**src/rtl/voltage_text_buffer_pkg.sv**
```systemverilog
// Shared constants, state encoding and text/BCD helpers for the voltage text buffer.
package voltage_text_buffer_pkg;

  localparam int unsigned ROWS        = 13;
  localparam int unsigned COLS        = 12;
  localparam int unsigned XY_W        = 8;
  localparam int unsigned LINE_W      = 4;
  localparam int unsigned PIX_W       = 8;
  localparam int unsigned CH_W        = 4;
  localparam int unsigned MV_W        = 12;
  localparam int unsigned BCD_W       = 16;
  localparam int unsigned CNT_W       = 8;
  localparam int unsigned CODE_W      = 7;
  localparam int unsigned CONV_CYCLES = 12;

  localparam logic [7:0] ASCII_SPACE = 8'h20;
  localparam logic [7:0] ASCII_0     = 8'h30;
  localparam logic [7:0] ASCII_DOT   = 8'h2E;
  localparam logic [7:0] ASCII_COLON = 8'h3A;
  localparam logic [7:0] ASCII_C     = 8'h43;
  localparam logic [7:0] ASCII_H     = 8'h48;
  localparam logic [7:0] ASCII_V     = 8'h56;

  typedef enum logic [1:0] {
    ST_INIT    = 2'd0,
    ST_IDLE    = 2'd1,
    ST_CONVERT = 2'd2,
    ST_WRITE   = 2'd3
  } state_t;

  typedef struct packed {
    logic [CH_W-1:0] ch;
    logic [MV_W-1:0] mv;
  } upd_t;

  // Double-dabble correction: every BCD digit >= 5 gets +3 before the shift.
  function automatic logic [BCD_W-1:0] dd_adjust(input logic [BCD_W-1:0] bcd);
    logic [BCD_W-1:0] r;
    r = bcd;
    for (int i = 0; i < 4; i++) begin
      if (r[i*4 +: 4] >= 4'd5) r[i*4 +: 4] = r[i*4 +: 4] + 4'd3;
    end
    return r;
  endfunction

  // Character at a column of "CHnn: d.dddV"; label is the 1-based row number.
  function automatic logic [7:0] text_char(input logic [7:0]       col,
                                           input logic [7:0]       label,
                                           input logic [BCD_W-1:0] bcd);
    logic [7:0] tens;
    logic [7:0] units;
    tens  = label / 8'd10;
    units = label % 8'd10;
    case (col)
      8'd0:    return ASCII_C;
      8'd1:    return ASCII_H;
      8'd2:    return ASCII_0 + tens;
      8'd3:    return ASCII_0 + units;
      8'd4:    return ASCII_COLON;
      8'd5:    return ASCII_SPACE;
      8'd6:    return ASCII_0 + 8'(bcd[15:12]);
      8'd7:    return ASCII_DOT;
      8'd8:    return ASCII_0 + 8'(bcd[11:8]);
      8'd9:    return ASCII_0 + 8'(bcd[7:4]);
      8'd10:   return ASCII_0 + 8'(bcd[3:0]);
      8'd11:   return ASCII_V;
      default: return ASCII_SPACE;
    endcase
  endfunction

endpackage

```
**src/rtl/voltage_text_buffer_font_rom.sv**
```systemverilog
// 8x16 glyph ROM, 128 characters, registered read. Only glyphs the buffer can emit are populated.
module font_rom
  import voltage_text_buffer_pkg::*;
(
  input  logic              clk,
  input  logic              rst_n,
  input  logic [CODE_W-1:0] i_char,
  input  logic [LINE_W-1:0] i_line,
  output logic [PIX_W-1:0]  o_pixel
);

  logic [127:0]     w_glyph;
  logic [6:0]       w_sel;
  logic [PIX_W-1:0] r_pixel;

  // Glyph line 0 sits in the top byte of each 128-bit constant.
  always_comb begin
    w_glyph = '0;
    case (i_char)
      7'h30:   w_glyph = 128'h0000_7CC6_C6CE_DEF6_E6C6_C67C_0000_0000;
      7'h31:   w_glyph = 128'h0000_1838_7818_1818_1818_187E_0000_0000;
      7'h32:   w_glyph = 128'h0000_7CC6_060C_1830_60C0_C6FE_0000_0000;
      7'h33:   w_glyph = 128'h0000_7CC6_0606_3C06_0606_C67C_0000_0000;
      7'h34:   w_glyph = 128'h0000_0C1C_3C6C_CCFE_0C0C_0C1E_0000_0000;
      7'h35:   w_glyph = 128'h0000_FEC0_C0C0_FC06_0606_C67C_0000_0000;
      7'h36:   w_glyph = 128'h0000_3860_C0C0_FCC6_C6C6_C67C_0000_0000;
      7'h37:   w_glyph = 128'h0000_FEC6_0606_0C18_3030_3030_0000_0000;
      7'h38:   w_glyph = 128'h0000_7CC6_C6C6_7CC6_C6C6_C67C_0000_0000;
      7'h39:   w_glyph = 128'h0000_7CC6_C6C6_7E06_0606_0C78_0000_0000;
      7'h2E:   w_glyph = 128'h0000_0000_0000_0000_0018_1800_0000_0000;
      7'h3A:   w_glyph = 128'h0000_0000_1818_0000_0018_1800_0000_0000;
      7'h43:   w_glyph = 128'h0000_3C66_C2C0_C0C0_C0C2_663C_0000_0000;
      7'h48:   w_glyph = 128'h0000_C6C6_C6C6_FEC6_C6C6_C6C6_0000_0000;
      7'h56:   w_glyph = 128'h0000_C6C6_C6C6_C6C6_C66C_3810_0000_0000;
      default: w_glyph = '0;
    endcase
  end

  assign w_sel = {4'(4'd15 - i_line), 3'b000};

  always_ff @(posedge clk or negedge rst_n) begin
    if (!rst_n) r_pixel <= '0;
    else        r_pixel <= w_glyph[w_sel +: 8];
  end

  assign o_pixel = r_pixel;

endmodule

```
**src/rtl/voltage_text_buffer.sv**
```systemverilog
// Per-channel voltage text store: INIT fills default rows, updates are BCD-converted and
// written as "CHnn: d.dddV"; the draw stage reads glyph pixels with 2-clock latency.
module voltage_text_buffer #(
  parameter int unsigned ROWS = voltage_text_buffer_pkg::ROWS,
  parameter int unsigned COLS = voltage_text_buffer_pkg::COLS
) (
  input  logic                                     clk,
  input  logic                                     rst,
  input  logic [voltage_text_buffer_pkg::XY_W-1:0]   text_xy,
  input  logic [voltage_text_buffer_pkg::LINE_W-1:0] text_line,
  output logic [voltage_text_buffer_pkg::PIX_W-1:0]  char_pixel,
  input  logic                                     upd_valid,
  output logic                                     upd_ready,
  input  logic [voltage_text_buffer_pkg::CH_W-1:0]   upd_ch,
  input  logic [voltage_text_buffer_pkg::MV_W-1:0]   upd_mv
);
  import voltage_text_buffer_pkg::*;

  localparam int unsigned DEPTH = ROWS * COLS;
  localparam int unsigned AW    = (DEPTH > 1) ? $clog2(DEPTH) : 1;

  state_t             r_state;
  state_t             w_state_nxt;
  logic [CNT_W-1:0]   r_cnt;
  logic [CNT_W-1:0]   r_row;
  logic [CNT_W-1:0]   r_col;
  upd_t               r_upd;
  logic [BCD_W-1:0]   r_bcd;
  logic [BCD_W-1:0]   w_bcd_adj;
  logic               r_ready;
  logic [CODE_W-1:0]  r_code;
  logic [LINE_W-1:0]  r_line;
  // ASCII is 7-bit, so the store keeps only the bits the font lookup uses.
  logic [CODE_W-1:0]  r_mem [DEPTH];

  logic               w_accept;
  logic               w_cnt_last;
  logic               w_ch_ok;
  logic               w_we;
  logic [AW-1:0]      w_waddr;
  logic [CODE_W-1:0]  w_wdata;
  logic               w_ready_nxt;

  assign w_accept  = upd_valid && r_ready;
  assign w_ch_ok   = (32'(r_upd.ch) < ROWS);
  assign w_bcd_adj = dd_adjust(r_bcd);

  always_comb begin
    w_cnt_last = 1'b0;
    case (r_state)
      ST_INIT:    w_cnt_last = (r_cnt == CNT_W'(DEPTH - 1));
      ST_CONVERT: w_cnt_last = (r_cnt == CNT_W'(CONV_CYCLES - 1));
      ST_WRITE:   w_cnt_last = (r_cnt == CNT_W'(COLS - 1));
      default:    w_cnt_last = 1'b0;
    endcase
  end

  // State register
  always_ff @(posedge clk or negedge rst) begin
    if (!rst) r_state <= ST_INIT;
    else      r_state <= w_state_nxt;
  end

  // Next-state logic
  always_comb begin
    w_state_nxt = r_state;
    case (r_state)
      ST_INIT:    if (w_cnt_last) w_state_nxt = ST_IDLE;
      ST_IDLE:    if (w_accept)   w_state_nxt = ST_CONVERT;
      ST_CONVERT: if (w_cnt_last) w_state_nxt = ST_WRITE;
      ST_WRITE:   if (w_cnt_last) w_state_nxt = ST_IDLE;
      default:    w_state_nxt = ST_INIT;
    endcase
  end

  // Output decode: store write port and next ready value
  always_comb begin
    w_we        = 1'b0;
    w_waddr     = '0;
    w_wdata     = '0;
    w_ready_nxt = (w_state_nxt == ST_IDLE);
    case (r_state)
      ST_INIT: begin
        w_we    = 1'b1;
        w_waddr = AW'(r_cnt);
        w_wdata = CODE_W'(text_char(r_col, r_row + 8'd1, '0));
      end
      ST_WRITE: begin
        w_we    = w_ch_ok;
        w_waddr = AW'(32'(r_upd.ch) * COLS + 32'(r_cnt));
        w_wdata = CODE_W'(text_char(r_cnt, 8'(r_upd.ch) + 8'd1, r_bcd));
      end
      default: ;
    endcase
  end

  // Sequencing counters, captured update and BCD conversion
  always_ff @(posedge clk or negedge rst) begin
    if (!rst) begin
      r_cnt   <= '0;
      r_row   <= '0;
      r_col   <= '0;
      r_upd   <= '0;
      r_bcd   <= '0;
      r_ready <= 1'b0;
    end else begin
      r_ready <= w_ready_nxt;
      case (r_state)
        ST_INIT: begin
          if (w_cnt_last) begin
            r_cnt <= '0;
            r_row <= '0;
            r_col <= '0;
          end else begin
            r_cnt <= r_cnt + 1'b1;
            if (r_col == CNT_W'(COLS - 1)) begin
              r_col <= '0;
              r_row <= r_row + 1'b1;
            end else begin
              r_col <= r_col + 1'b1;
            end
          end
        end
        ST_IDLE: begin
          r_cnt <= '0;
          if (w_accept) begin
            r_upd <= '{ch: upd_ch, mv: upd_mv};
            r_bcd <= '0;
          end
        end
        ST_CONVERT: begin
          r_bcd    <= {w_bcd_adj[BCD_W-2:0], r_upd.mv[MV_W-1]};
          r_upd.mv <= {r_upd.mv[MV_W-2:0], 1'b0};
          r_cnt    <= w_cnt_last ? '0 : r_cnt + 1'b1;
        end
        ST_WRITE: r_cnt <= w_cnt_last ? '0 : r_cnt + 1'b1;
        default:  r_cnt <= '0;
      endcase
    end
  end

  // Character store: no reset, read-before-write on address collision
  always_ff @(posedge clk) begin
    if (w_we) r_mem[w_waddr] <= w_wdata;
  end

  always_ff @(posedge clk or negedge rst) begin
    if (!rst) begin
      r_code <= '0;
      r_line <= '0;
    end else begin
      r_code <= (32'(text_xy) < DEPTH) ? r_mem[AW'(text_xy)] : CODE_W'(ASCII_SPACE);
      r_line <= text_line;
    end
  end

  font_rom u_font_rom (
    .clk     (clk),
    .rst_n   (rst),
    .i_char  (r_code),
    .i_line  (r_line),
    .o_pixel (char_pixel)
  );

  assign upd_ready = r_ready;

endmodule

```
**config.mk**
```make
export PLATFORM = sky130hd
export DESIGN_NAME = voltage_text_buffer
export DESIGN_NICKNAME = d
export VERILOG_FILES = /design/src/rtl/voltage_text_buffer_pkg.sv /design/src/rtl/voltage_text_buffer_font_rom.sv /design/src/rtl/voltage_text_buffer.sv
export SDC_FILE = /design/constraint.sdc
export NUM_CORES = 1
export LEC_CHECK = 0
export CELL_PAD_IN_SITES_DETAIL_PLACEMENT = 2
export CELL_PAD_IN_SITES_GLOBAL_PLACEMENT = 2
export CORE_ASPECT_RATIO = 1.1
export CORE_MARGIN = 8
export CORE_UTILIZATION = 48
export DETAILED_ROUTE_END_ITERATION = 16
export PLACE_DENSITY_LB_ADDON = 0.1
export SYNTH_ARGS = -nofsm -noshare
export SYNTH_HDL_FRONTEND = slang
export SYNTH_SLANG_ARGS = --single-unit
export TNS_END_PERCENT = 1
```
**constraint.sdc**
```tcl
create_clock -name clk -period 23.1 [get_ports clk]
set_clock_uncertainty 0.1 [all_clocks]
set_input_delay 4.62 -clock clk [delete_from_list [all_inputs] [get_ports clk]]
set_output_delay 4.62 -clock clk [all_outputs]
set_load 0.02 [all_outputs]
```
==> impl_metrics.toml <==
[die]
rows = 124
dieWidth_um = 323.4
die_y_um = 354.1
coreArea_sq_um = 103500
boundaryPins = 40
start_util_pct = 48.20
die_area_sq_um = 114500

[global_routing]
groute.usage.overall_pct = 27.98
overflow = 0
antenna_found_initial = 4
grt_pass1_vias = 30170
grt_max_degree = 124
grt_pass1_wl_um = 231000

[setup_path]
critical_path.cell_chain = "buf_8, buf_4, buf_4, buf_4, mux4_2, mux4_2, mux4_2, mux2i_1, o22ai_1"
worst_setup_path_start_kind = "primary input"
cpPeakStageDelay_ns = 1.02
cp_slowest_cell = "buf_4"
path_class = "primary input to flop"
r2r-start = "r_row[0]$_DFFE_PN0P_"
cp.arrival_ns = 9.98
crit_path_end_kind = "flop"
path_max_fanout = 97
cp-startpoint = "text_xy[1]"
cp_top_family = "buffers and inverters"
cp_data_required_time_ns = 23.55
crit_buf_inv = 4
r2r_slack_ns = 16.45

[timing]
fmax_ghz = 0.1050
slew_headroom_pct = 15.03
fin_crit_sh_pct = 41.24
hold_violations = 0
drv_slew = 0
fin_crit_ns = 9.527
grt_setup_unrepaired = "false"
max_slew.worst_pin.slew_ns = 1.270
fin_setup_tns_ns = 0
setup_viol = 0

[yosys]
synth.top_cell.area_share_pct = 65.74
async_reset_ff_share_pct = 6.587
synth_most_common_cell = "edfxtp_1"
synth_commonest_cells = "1,092 x edfxtp_1, 350 x mux4_2, 240 x nor2_1"
yosys-top-cells-area = "edfxtp_1 66%, mux4_2 16%, dfrtp_1 3.9%"
synth_edf_count = 1092
postSynthAreaPerCell_sq_um = 17.88
syn_area_sq_um = 49880
yosysWarnings = 0
syn_inst = 2790
yosysUniqueCellTypes = 99
synth-seq-cells = 1169
synth_seq_area_share_pct = 69.61
syn_nets = 2865
synth_flop_cell = "edfxtp_1"
yosysTopAreaCell = "edfxtp_1"

[clock_tree]
cts_root_buffer = "clkbuf_16"
clk_latency_ns = 0.74
cts.path.max_buffers = 3
tritoncts = "built"
clk_pin_slew_ns = 0.06
post_cts_buffers = 0
cts_sinks = 1169
cts_resized = 0
numCtsBuffers = 121
hold_buffers = 0
htree_levels = 3

[placement]
dp.cells = 4081
gp_congestion = 0.8157
dp.final_hpwl_um = 95070
io_buffers = 38

[final_layout]
num-fill-cells = 8935
layout.cells.non_filler = 4313
drive_above_1_share_pct = 21.36
nNetsFinal = 2896
area_delta_synth_final_pct = 11.62

[power_and_ir_drop]
p_leak_uw = 0.01795
power_density_nw_per_um2 = 94.88
vdd_drop_max_mv = 0.06636
totalPowerFinal_uw = 5282

[drt]
drt_first_iter_violations = 2600
drt_wl_total_um = 159800
drcViolationCount = 0
ant_nets = 0
drt_first_pass_iters = 5
vias_per_cell = 6.498
route.vias.total = 28027
drt-wirelength-per-cell_um = 37.05

[job]
drv_cap = 0

[worst_hold_path]
hp-class = "flop to flop"
min_from = "r_upd[9]$_DFFE_PN0P_"

[outcome]
outcome = "finished, final reports clean"
power breakdown:
group | internal [uW] | total, uW | leakage [uW] | switching (uW)
clock network | 1120 | 2010 | 0.00191 | 884
logic | 237 | 762 | 0.00500 | 525
registers | 2450 | 2510 | 0.0110 | 68.4
stage by stage:
| stage | utilization (%) | hold WS, ns | setup WS, ns | instance area, sq um |
|---|---|---|---|---|
| 6_report | 53.80 | 0.3922 | 13.57 | 55670 |
| 5_1_grt | 53.80 | 0.4136 | 13.32 | 55670 |
| 4_1_cts | 53.73 | 0.3968 | 13.65 | 55610 |
| 3_5_place_dp | 49.93 | 0.3831 | 12.86 | 51670 |
| 3_3_place_gp | 49.93 | 0.3610 | 13.06 | 51670 |
| 2_1_floorplan | - | 0.3496 | 14.38 | 49880 |
sequential cells by signal, summed over array words and instances, names as in the netlist:
signal,flops
r_upd,16
upd_ready,1
r_state,2
r_cnt,8
r_bcd,16
u_font_rom.o_pixel,7
r_mem,1092
r_line,4
r_row,8
r_code,7
r_col,8
placed cells by master (no fill, tap or decap), types with 25 or more instances in the layout:
| master | instances |
|---|---|
| o21ai_0 | 93 |
| dfrtp_1 | 77 |
| nand3_1 | 35 |
| nor2_1 | 240 |
| o22ai_1 | 25 |
| nand2_1 | 139 |
| clkbuf_16 | 123 |
| clkbuf_1 | 27 |
| inv_1 | 38 |
| mux2i_1 | 39 |
| clkinv_1 | 29 |
| edfxtp_1 | 1092 |
| ha_1 | 42 |
| nor3_1 | 31 |
| clkdlybuf4s50_1 | 33 |
| mux4_2 | 350 |
| a21oi_1 | 65 |
| buf_4 | 46 |
layout make-up:
type | instances | area (sq um) | area share, %
inverters | 40 | 150.1 | 0.2697
flip-flops and latches | 1169 | 34720 | 62.36
multi-input cells | 1403 | 14330 | 25.74
clock inverters | 78 | 758.2 | 1.362
well taps | 1386 | 1734 | 3.115
clock buffers | 150 | 3179 | 5.711
repair buffers | 86 | 797.0 | 1.432
diodes | 1 | 2.502 | 0.004495
logic make-up after synthesis:
| logic type | after synthesis | share of synthesized area [%] |
|---|---|---|
| fa+ha+maj | 44 | 1.134 |
| flops | 1169 | 69.61 |
| mux | 397 | 16.77 |
| xor+xnor | 39 | 0.6848 |
| simple gates | 569 | 5.285 |
| other cells | 1 | 0.007518 |
| compound gates | 353 | 4.678 |
| buf+inv | 218 | 1.836 |
final timing paths:
kind / cells past startpoint / to
worst min register to register: 2 / r_upd[9]$_DFFE_PN0P_
worst max register to register: 15 / r_mem[72][5]$_DFFE_PP_
worst max-delay path: 9 / r_code[6]$_DFF_PN0_
min in group asynchronous: 1 / r_upd[14]$_DFFE_PN0P_
worst min-delay path: 2 / r_upd[9]$_DFFE_PN0P_
max in group asynchronous: 2 / u_font_rom.o_pixel[5]$_DFF_PN0_
metal layers:
metal	global-route usage, %	vias up	part of all wire (%)
met2	48.48	1033	52
li1	-	11351	-
met3	3.448	249	5.0
met4	9.106	2	3.4
met1	36.74	15392	40
met5	0	-	0.011
tightest hold or removal path, stage by stage (launching register included):
cell     delay, ns
dfrtp_1       0.34
nand2_1       0.05
o21ai_0       0.07
Note: power is estimated with default switching activity, not from simulation.
